==> src/rtl/iram_ctrl.sv <==
// rtl/iram_ctrl.sv - instruction RAM refill controller: fetches one cache line per miss, word by word.
// Optional line buffer replaying the last refilled line: define IRAM_CTRL_LINEBUF_EN.
module iram_ctrl #(
  parameter int ADDR_W     = 32,
  parameter int WORD_W     = 32,
  parameter int LINE_WORDS = 4
) (
  input  logic              clk,
  input  logic              rst,
  input  logic              miss_cache,
  input  logic [ADDR_W-1:0] ram_address,
  output logic [WORD_W-1:0] mem_word,
  output logic              word_ready,
  output logic              busy,
  output logic              ram_req,
  output logic [ADDR_W-1:0] ram_addr,
  input  logic              ram_gnt,
  input  logic              ram_rvalid,
  input  logic [WORD_W-1:0] ram_rdata
);

  localparam int WORD_BYTES = WORD_W / 8;
  localparam int LINE_BYTES = LINE_WORDS * WORD_BYTES;
  localparam int KW         = $clog2(LINE_WORDS);
  localparam int WB         = $clog2(WORD_BYTES);
  localparam logic [KW-1:0]     K_LAST   = KW'(LINE_WORDS - 1);
  localparam logic [ADDR_W-1:0] OFF_MASK = ADDR_W'(LINE_BYTES - 1);

  typedef enum logic [2:0] {IDLE, REQ, WAIT, DONE, REPLAY} state_t;

  state_t            state;
  logic [KW-1:0]     k;
  logic [ADDR_W-1:0] base;
  logic [ADDR_W-1:0] miss_base;

  assign miss_base = ram_address & ~OFF_MASK;

  // Addition wraps naturally at the top of the address space.
  function automatic logic [ADDR_W-1:0] word_addr(input logic [ADDR_W-1:0] b,
                                                  input logic [KW-1:0]     i);
    return b + (ADDR_W'(i) << WB);
  endfunction

`ifdef IRAM_CTRL_LINEBUF_EN
  logic [WORD_W-1:0] lb_data [LINE_WORDS];
  logic [ADDR_W-1:0] lb_tag;
  logic              lb_valid;

  always_ff @(posedge clk) begin
    if (state == WAIT && ram_rvalid)
      lb_data[k] <= ram_rdata;
  end
`endif

  always_ff @(posedge clk or posedge rst) begin
    if (rst) begin
      state      <= IDLE;
      k          <= '0;
      base       <= '0;
      ram_req    <= 1'b0;
      ram_addr   <= '0;
      word_ready <= 1'b0;
      busy       <= 1'b0;
      mem_word   <= '0;
`ifdef IRAM_CTRL_LINEBUF_EN
      lb_tag     <= '0;
      lb_valid   <= 1'b0;
`endif
    end else begin
      word_ready <= 1'b0;
      case (state)
        IDLE: begin
          k <= '0;
          if (miss_cache) begin
            base <= miss_base;
            busy <= 1'b1;
`ifdef IRAM_CTRL_LINEBUF_EN
            if (lb_valid && lb_tag == miss_base) begin
              mem_word   <= lb_data[0];
              word_ready <= 1'b1;
              k          <= KW'(1);
              state      <= REPLAY;
            end else begin
              // Buffer is overwritten by this refill; an abort must leave it invalid.
              lb_valid <= 1'b0;
              ram_req  <= 1'b1;
              ram_addr <= miss_base;
              state    <= REQ;
            end
`else
            ram_req  <= 1'b1;
            ram_addr <= miss_base;
            state    <= REQ;
`endif
          end
        end
        REQ: begin
          if (ram_gnt) begin
            ram_req <= 1'b0;
            state   <= WAIT;
          end
        end
        WAIT: begin
          if (ram_rvalid) begin
            mem_word   <= ram_rdata;
            word_ready <= 1'b1;
            if (k == K_LAST) begin
              state <= DONE;
`ifdef IRAM_CTRL_LINEBUF_EN
              lb_valid <= 1'b1;
              lb_tag   <= base;
`endif
            end else begin
              k        <= k + KW'(1);
              ram_req  <= 1'b1;
              ram_addr <= word_addr(base, k + KW'(1));
              state    <= REQ;
            end
          end
        end
        DONE: begin
          busy  <= 1'b0;
          k     <= '0;
          state <= IDLE;
        end
`ifdef IRAM_CTRL_LINEBUF_EN
        REPLAY: begin
          mem_word   <= lb_data[k];
          word_ready <= 1'b1;
          if (k == K_LAST) state <= DONE;
          else             k     <= k + KW'(1);
        end
`endif
        default: begin
          busy    <= 1'b0;
          ram_req <= 1'b0;
          state   <= IDLE;
        end
      endcase
    end
  end

endmodule
==> config.mk <==
export PLATFORM = sky130hd
export DESIGN_NAME = iram_ctrl
export DESIGN_NICKNAME = d
export VERILOG_FILES = /design/src/rtl/iram_ctrl.sv
export SDC_FILE = /design/constraint.sdc
export NUM_CORES = 1
export LEC_CHECK = 0
export ABC_AREA = 1
export ABC_CLOCK_PERIOD_IN_PS = 3290
export CORE_UTILIZATION = 46
export CTS_CLUSTER_SIZE = 14
export DETAILED_ROUTE_END_ITERATION = 6
export PLACE_DENSITY = 0.8
export REMOVE_ABC_BUFFERS = 1
export SLEW_MARGIN = 10
export SYNTH_ARGS = -nofsm -noshare
export SYNTH_HDL_FRONTEND = slang
export SYNTH_SLANG_ARGS = --single-unit
==> constraint.sdc <==
create_clock -name clk -period 3.29 [get_ports clk]
set_input_delay 0.4935 -clock clk [delete_from_list [all_inputs] [get_ports clk]]
set_output_delay 0.4935 -clock clk [all_outputs]
set_load 0.02 [all_outputs]
==> flow_summary.json, run 1 <==
{
  "final_layout_size_suffix_gt1_share_pct": 13.4,
  "area_growth_pct": 35.5,
  "fp.dieH_um": 98.0,
  "worstSkewPairLatency_ns": 0.35,
  "ys_types": 24,
  "min_period_ns": 2.28,
  "num_io_pins": 136,
  "dieArea_um2": 9600,
  "pwr_density_cell_nw_per_um2": 985,
  "drv_cap": 0,
  "fin_worst_skew_ns": 0.0109,
  "viasPerCell": 4.87,
  "seq_area_frac_synth_pct": 57.3,
  "final_core_util_pct": 65.2,
  "cts.sinks": 97,
  "ant_nets": 0,
  "vias": 3334,
  "cp.arrival_ns": 2.55,
  "clockBufferDepth": 2,
  "crit_path_end_kind": "flop",
  "place_congestion": 0.741,
  "core_region_area_um2": 8810,
  "wire_per_inst_um": 13.2,
  "dp_hpwl_mm": 6.06,
  "syn_area_um2": 4240,
  "postPlaceCellArea_um2": 5530,
  "cts_inserted_buffers": 9,
  "stdcell_area_um2": 5740,
  "hold_path_class": "flop to flop",
  "startpoint_type": "flop",
  "wl_mm": 9.01,
  "cts_hold_buffers": 0,
  "path_class": "flop to flop",
  "ctsResizeCount": 0,
  "vdd_drop_max_v": 0.000513,
  "dp_slack_ns": 0.994,
  "cts-root-buf": "clkbuf_8",
  "start_util_pct": 48.1,
  "ys_seq_elements": 97,
  "dr.pass1.iters": 7,
  "portBuffers": 129,
  "p_leak_nw": 2.76,
  "finalSetupTns_ns": 0,
  "crit_fanout": 60,
  "nets": 645,
  "tightest_slew_ns": 0.814,
  "final_hold_viol_count": 0,
  "slew_violations": 0,
  "syn_inst": 451,
  "rsz0062_at_grt": "false",
  "required_ns": 3.56,
  "num_antenna_cells": 0,
  "grtUsageTotal_pct": 19.5,
  "ys_warn_count": 0,
  "overflow": 0,
  "fillers": 728,
  "die_x_um": 98.0,
  "antenna_found_initial": 0,
  "htreeDepth": 3,
  "rows": 34,
  "grt_max_degree": 98,
  "grt_pass1_vias": 3238,
  "setup_viol": 0,
  "power_mw": 5.66,
  "cts_tree": "yes",
  "grt_pass1_wl_mm": 15.0,
  "route.detailed.drc": 10,
  "syn_avg_cell_area_um2": 9.40,
  "cts.clk_slew.worst_paths_ns": 0.10,
  "post_cts_buffers": 0,
  "violations": "design-rule violations",
  "worst_slack_ns": 1.01,
  "drt_iter0_drc": 128,
  "status": "finished, violations left",
  "fmax_ghz": 0.439,
  "fin_crit_sh_pct": 69.3,
  "slew_headroom_pct": 45.5
}
-- cell families (layout without fill, tap and decap cells) --
| group | after synthesis | in the layout | synth area share, % |
|---|---|---|---|
| adder cells (fa/ha/maj) | 5 | 5 | 1.48 |
| other | 1 | 2 | 0.0885 |
| AND/OR/NAND/NOR | 197 | 197 | 18.5 |
| flip-flops | 97 | 97 | 57.3 |
| multiplexers | 10 | 10 | 2.66 |
| buffers and inverters | 56 | 180 | 6.97 |
| AO/OA/AOI/OAI | 85 | 85 | 13.1 |
-- routing by layer --
layer	vias to the layer above	share of wire [%]	GRT usage, %
li1	1648	-	-
met1	1564	43	24.4
met2	115	45	30.9
met3	7	10	7.59
met4	0	0.94	6.41
met5	-	0	0
-- final timing paths --
kind                                      to  slack, ns  cells after the start          from
worst max-delay path            ram_addr[25]       1.01                      8      state[0]
worst min-delay path            mem_word[15]       0.49                      2  mem_word[15]
worst max register to register  ram_addr[25]       1.01                      8      state[0]
worst min register to register  mem_word[15]       0.49                      2  mem_word[15]
max in group asynchronous           base[30]       2.31                      3           rst
min in group asynchronous       mem_word[15]       0.59                      3           rst
-- report_power, final --
| group | switching (mW) | internal, mW | leakage, nW |
|---|---|---|---|
| clock network | 0.422 | 0.383 | 0.101 |
| registers | 0.296 | 1.76 | 1.20 |
| logic | 1.58 | 1.22 | 1.46 |
-- cells in the final DEF (no fill, tap or decap), drive strengths merged --
cell	netlist	final
nor2	4	4
clkbuf	6	10
mux2	10	10
a21oi	2	2
buf	18	3
clkinvlp	0	2
inv	32	35
dfrtp	97	97
or2	10	10
a21o	1	1
o21ai	81	81
clkdlybuf4s50	0	129
bufinv	0	1
conb	1	2
ha	5	5
nand2	178	178
nand4	2	2
nand3	3	3
o21bai	1	1
-- cell type report --
cell class,count,area (um^2),share of cell area (%)
Clock buffer,10,138,2.40
Clock inverter,6,73.8,1.29
Inverter,32,123,2.14
Multi-Input combinational cell,299,1520,26.5
Sequential cell,97,2430,42.3
Tap cell,108,135,2.35
Timing Repair Buffer,132,1330,23.1
-- synthesized netlist by cell type, drive strengths merged --
| library cell | count | area share, % |
|---|---|---|
| a21o | 1 | 0.18 |
| a21oi | 2 | 0.24 |
| buf | 18 | 3.6 |
| clkbuf | 6 | 0.53 |
| conb | 1 | 0.088 |
| dfrtp | 97 | 57 |
| ha | 5 | 1.5 |
| inv | 32 | 2.8 |
| mux2 | 10 | 2.7 |
| nand2 | 178 | 16 |
| nand3 | 3 | 0.35 |
| nand4 | 2 | 0.30 |
| nor2 | 4 | 0.41 |
| o21ai | 81 | 12 |
| o21bai | 1 | 0.18 |
| or2 | 10 | 1.5 |
-- stage by stage --
stage | std cells | hold WS [ns]
after floorplan | 428 | 0.446
after global placement | 668 | 0.460
after CTS | 684 | 0.492
final | 684 | 0.489
after detailed placement | 668 | 0.464
after global routing | 684 | 0.509
-- sequential cells by signal, summed over array words and instances, names as in the netlist --
register / flops
state: 2
mem_word: 32
word_ready: 1
k: 2
base: 28
ram_addr: 30
busy: 1
ram_req: 1
-- critical path, cell delays in order, from the launching register on --
cell     delay, ns
dfrtp_1       0.42
inv_1         0.13
ha_1          0.35
buf_4         0.27
o21ai_4       0.09
nand2_2       0.07
buf_4         0.59
nand2_1       0.15
o21ai_2       0.09
Power figures use the tool's default switching activity.
==> run 2: changes to the inputs <==
- ABC_CLOCK_PERIOD_IN_PS: 3290 -> 2300
- clock period: 3.29 -> 2.3 ns (I/O delays scaled with it)
==> run 2 against run 1 <==
- the flow still finishes with violations (design-rule violations)
- design area increased by 0.83%
- die area unchanged
- critical path type unchanged
- via count grew 0.33%
- clock power grew 40%
- global-route usage grew 1.1 points
- worst hold slack got worse by 0.085 ns
- largest power group unchanged
==> flow_summary.json, run 2 (synthesis gave the netlist of run 1 again) <==
{
  "status": "finished, violations left",
  "violations": "design-rule violations",
  "final_layout_size_suffix_gt1_share_pct": 13.8,
  "crit_chain": "inv_1 > ha_1 > buf_4 > inv_2 > buf_12 > o21ai_0 > o21ai_2",
  "clockBufferDepth": 2,
  "die_x_um": 98.0,
  "nets": 649,
  "grt_max_degree": 65,
  "cp.arrival_ns": 2.16,
  "worst_slack_ns": 0.390,
  "slew_violations": 0,
  "dieArea_um2": 9600,
  "reg2reg_from": "state[0]",
  "pwr_density_cell_nw_per_um2": 1410,
  "min_period_ns": 1.91,
  "final_hold_viol_count": 0,
  "largest_register_ffs": 32,
  "stdcell_area_um2": 5790,
  "place_congestion": 0.785,
  "rsz0062_at_grt": "false",
  "switching_power_mw": 3.28,
  "dp_hpwl_mm": 6.43,
  "wire_per_inst_um": 13.3,
  "cts_inserted_buffers": 9,
  "ff2ff_path_depth": 7,
  "crit_path_end_kind": "flop",
  "path_class": "flop to flop",
  "vias": 3345,
  "viasPerCell": 4.86,
  "fin_worst_skew_ns": 0.0140,
  "start_util_pct": 48.1,
  "fin_crit_sh_pct": 83.1,
  "rows": 34,
  "cpPeakStageDelay_ns": 0.43,
  "finalSetupTns_ns": 0,
  "grt_pass1_vias": 3343,
  "cts.clk_slew.worst_paths_ns": 0.10,
  "grtUsageTotal_pct": 20.5,
  "largest-register": "mem_word",
  "tightest_slew_ns": 0.636,
  "antenna_found_initial": 0,
  "crit_fanout": 32,
  "cts-root-buf": "clkbuf_8",
  "postPlaceCellArea_um2": 5590,
  "drt_iter0_drc": 171,
  "startpoint_type": "flop",
  "num_antenna_cells": 0,
  "slew_headroom_pct": 57.4,
  "cts.sinks": 97,
  "cp_slowest_cell": "dfrtp_1",
  "swShare_pct": 40.2,
  "worstSkewPairLatency_ns": 0.36,
  "reg.largest.list": "mem_word (32), ram_addr (30), base (28)",
  "setup_viol": 0,
  "fillers": 715,
  "vdd_drop_max_v": 0.000769,
  "dr.pass1.iters": 6,
  "post_cts_buffers": 0,
  "hold_path_class": "input port to asynchronous set/reset pin",
  "required_ns": 2.55,
  "cts_tree": "yes",
  "ant_nets": 0,
  "p_int_mw": 4.87,
  "crit_family": "buffers and inverters",
  "area_growth_pct": 36.6,
  "final_core_util_pct": 65.8,
  "mostFrequentLayoutCells": "nand2_1 (175), clkdlybuf4s50_1 (129), dfrtp_1 (97), o21ai_0 (47), o21ai_2 (30)",
  "p_leak_nw": 2.79,
  "final_cells": 688,
  "pwr-share-seq_pct": 36.2,
  "grt_pass1_wl_mm": 15.6,
  "final_common_cell": "nand2_1",
  "num_io_pins": 136,
  "cts_hold_buffers": 0,
  "portBuffers": 129,
  "r2r_end": "ram_addr[30]",
  "drv_cap": 0,
  "critical_path_buf_inv_count": 4,
  "route.detailed.drc": 10,
  "core_region_area_um2": 8810,
  "power_mw": 8.15,
  "r2r_slack_ns": 0.39,
  "holdWs_ns": 0.404,
  "clockPowerShare_pct": 13.9,
  "wl_mm": 9.14,
  "overflow": 0,
  "htreeDepth": 3,
  "fp.dieH_um": 98.0,
  "ctsResizeCount": 0,
  "place_inst": 672,
  "dp_slack_ns": 0.401,
  "fmax_ghz": 0.524,
  "pwr-share-comb_pct": 49.9
}
[run 2: cell count changes in the layout (fill, tap and decap cells not counted)]
cell,previous run,this run
inv_8,1,0
inv_6,2,1
clkbuf_1,0,1
buf_12,1,3
clkinv_4,0,1
buf_4,2,4
[run 2: worst reg2reg max path, stage by stage, from the launching register on]
cell and delay [ns]:
dfrtp_1 0.43, inv_1 0.14, ha_1 0.30, buf_4 0.27, inv_2 0.16, buf_12 0.19, o21ai_0 0.22, o21ai_2 0.09
[run 2: worst max path at each step]
stage / start / endpoint / slack, ns / depth (start not counted)
after floorplan: rst / base[10] / -0.58 / 1
after global placement: miss_cache / base[14] / 0.42 / 5
after detailed placement: state[0] / ram_addr[19] / 0.40 / 7
after CTS: state[0] / ram_addr[15] / 0.38 / 7
after global routing: state[0] / ram_addr[10] / 0.22 / 7
final: state[0] / ram_addr[30] / 0.39 / 7
[run 2: cell type report]
| type | count | area (um^2) | area share, % |
|---|---|---|---|
| Sequential cell | 97 | 2430 | 41.9 |
| Multi-Input combinational cell | 299 | 1520 | 26.3 |
| Timing Repair Buffer | 136 | 1380 | 23.9 |
| Clock buffer | 11 | 141 | 2.44 |
| Tap cell | 108 | 135 | 2.33 |
| Inverter | 32 | 123 | 2.12 |
| Clock inverter | 5 | 62.6 | 1.08 |
[run 2: metal layers]
metal	GRT usage, %	vias up	wire [um]
met3	8.30	11	873
met5	0	-	0
met1	25.0	1559	3880
met2	33.6	114	4270
li1	-	1661	-
met4	6.06	0	124
[run 2: power by group through the flow]
stage,Combinational [mW],Sequential (mW),Clock [mW]
3_3_place_gp,3.99,2.94,0
3_5_place_dp,4.10,2.97,0
5_1_grt,4.45,3.06,1.25
2_1_floorplan,1.76,3.56,0
6_report,4.06,2.95,1.13
4_1_cts,4.11,2.95,1.17
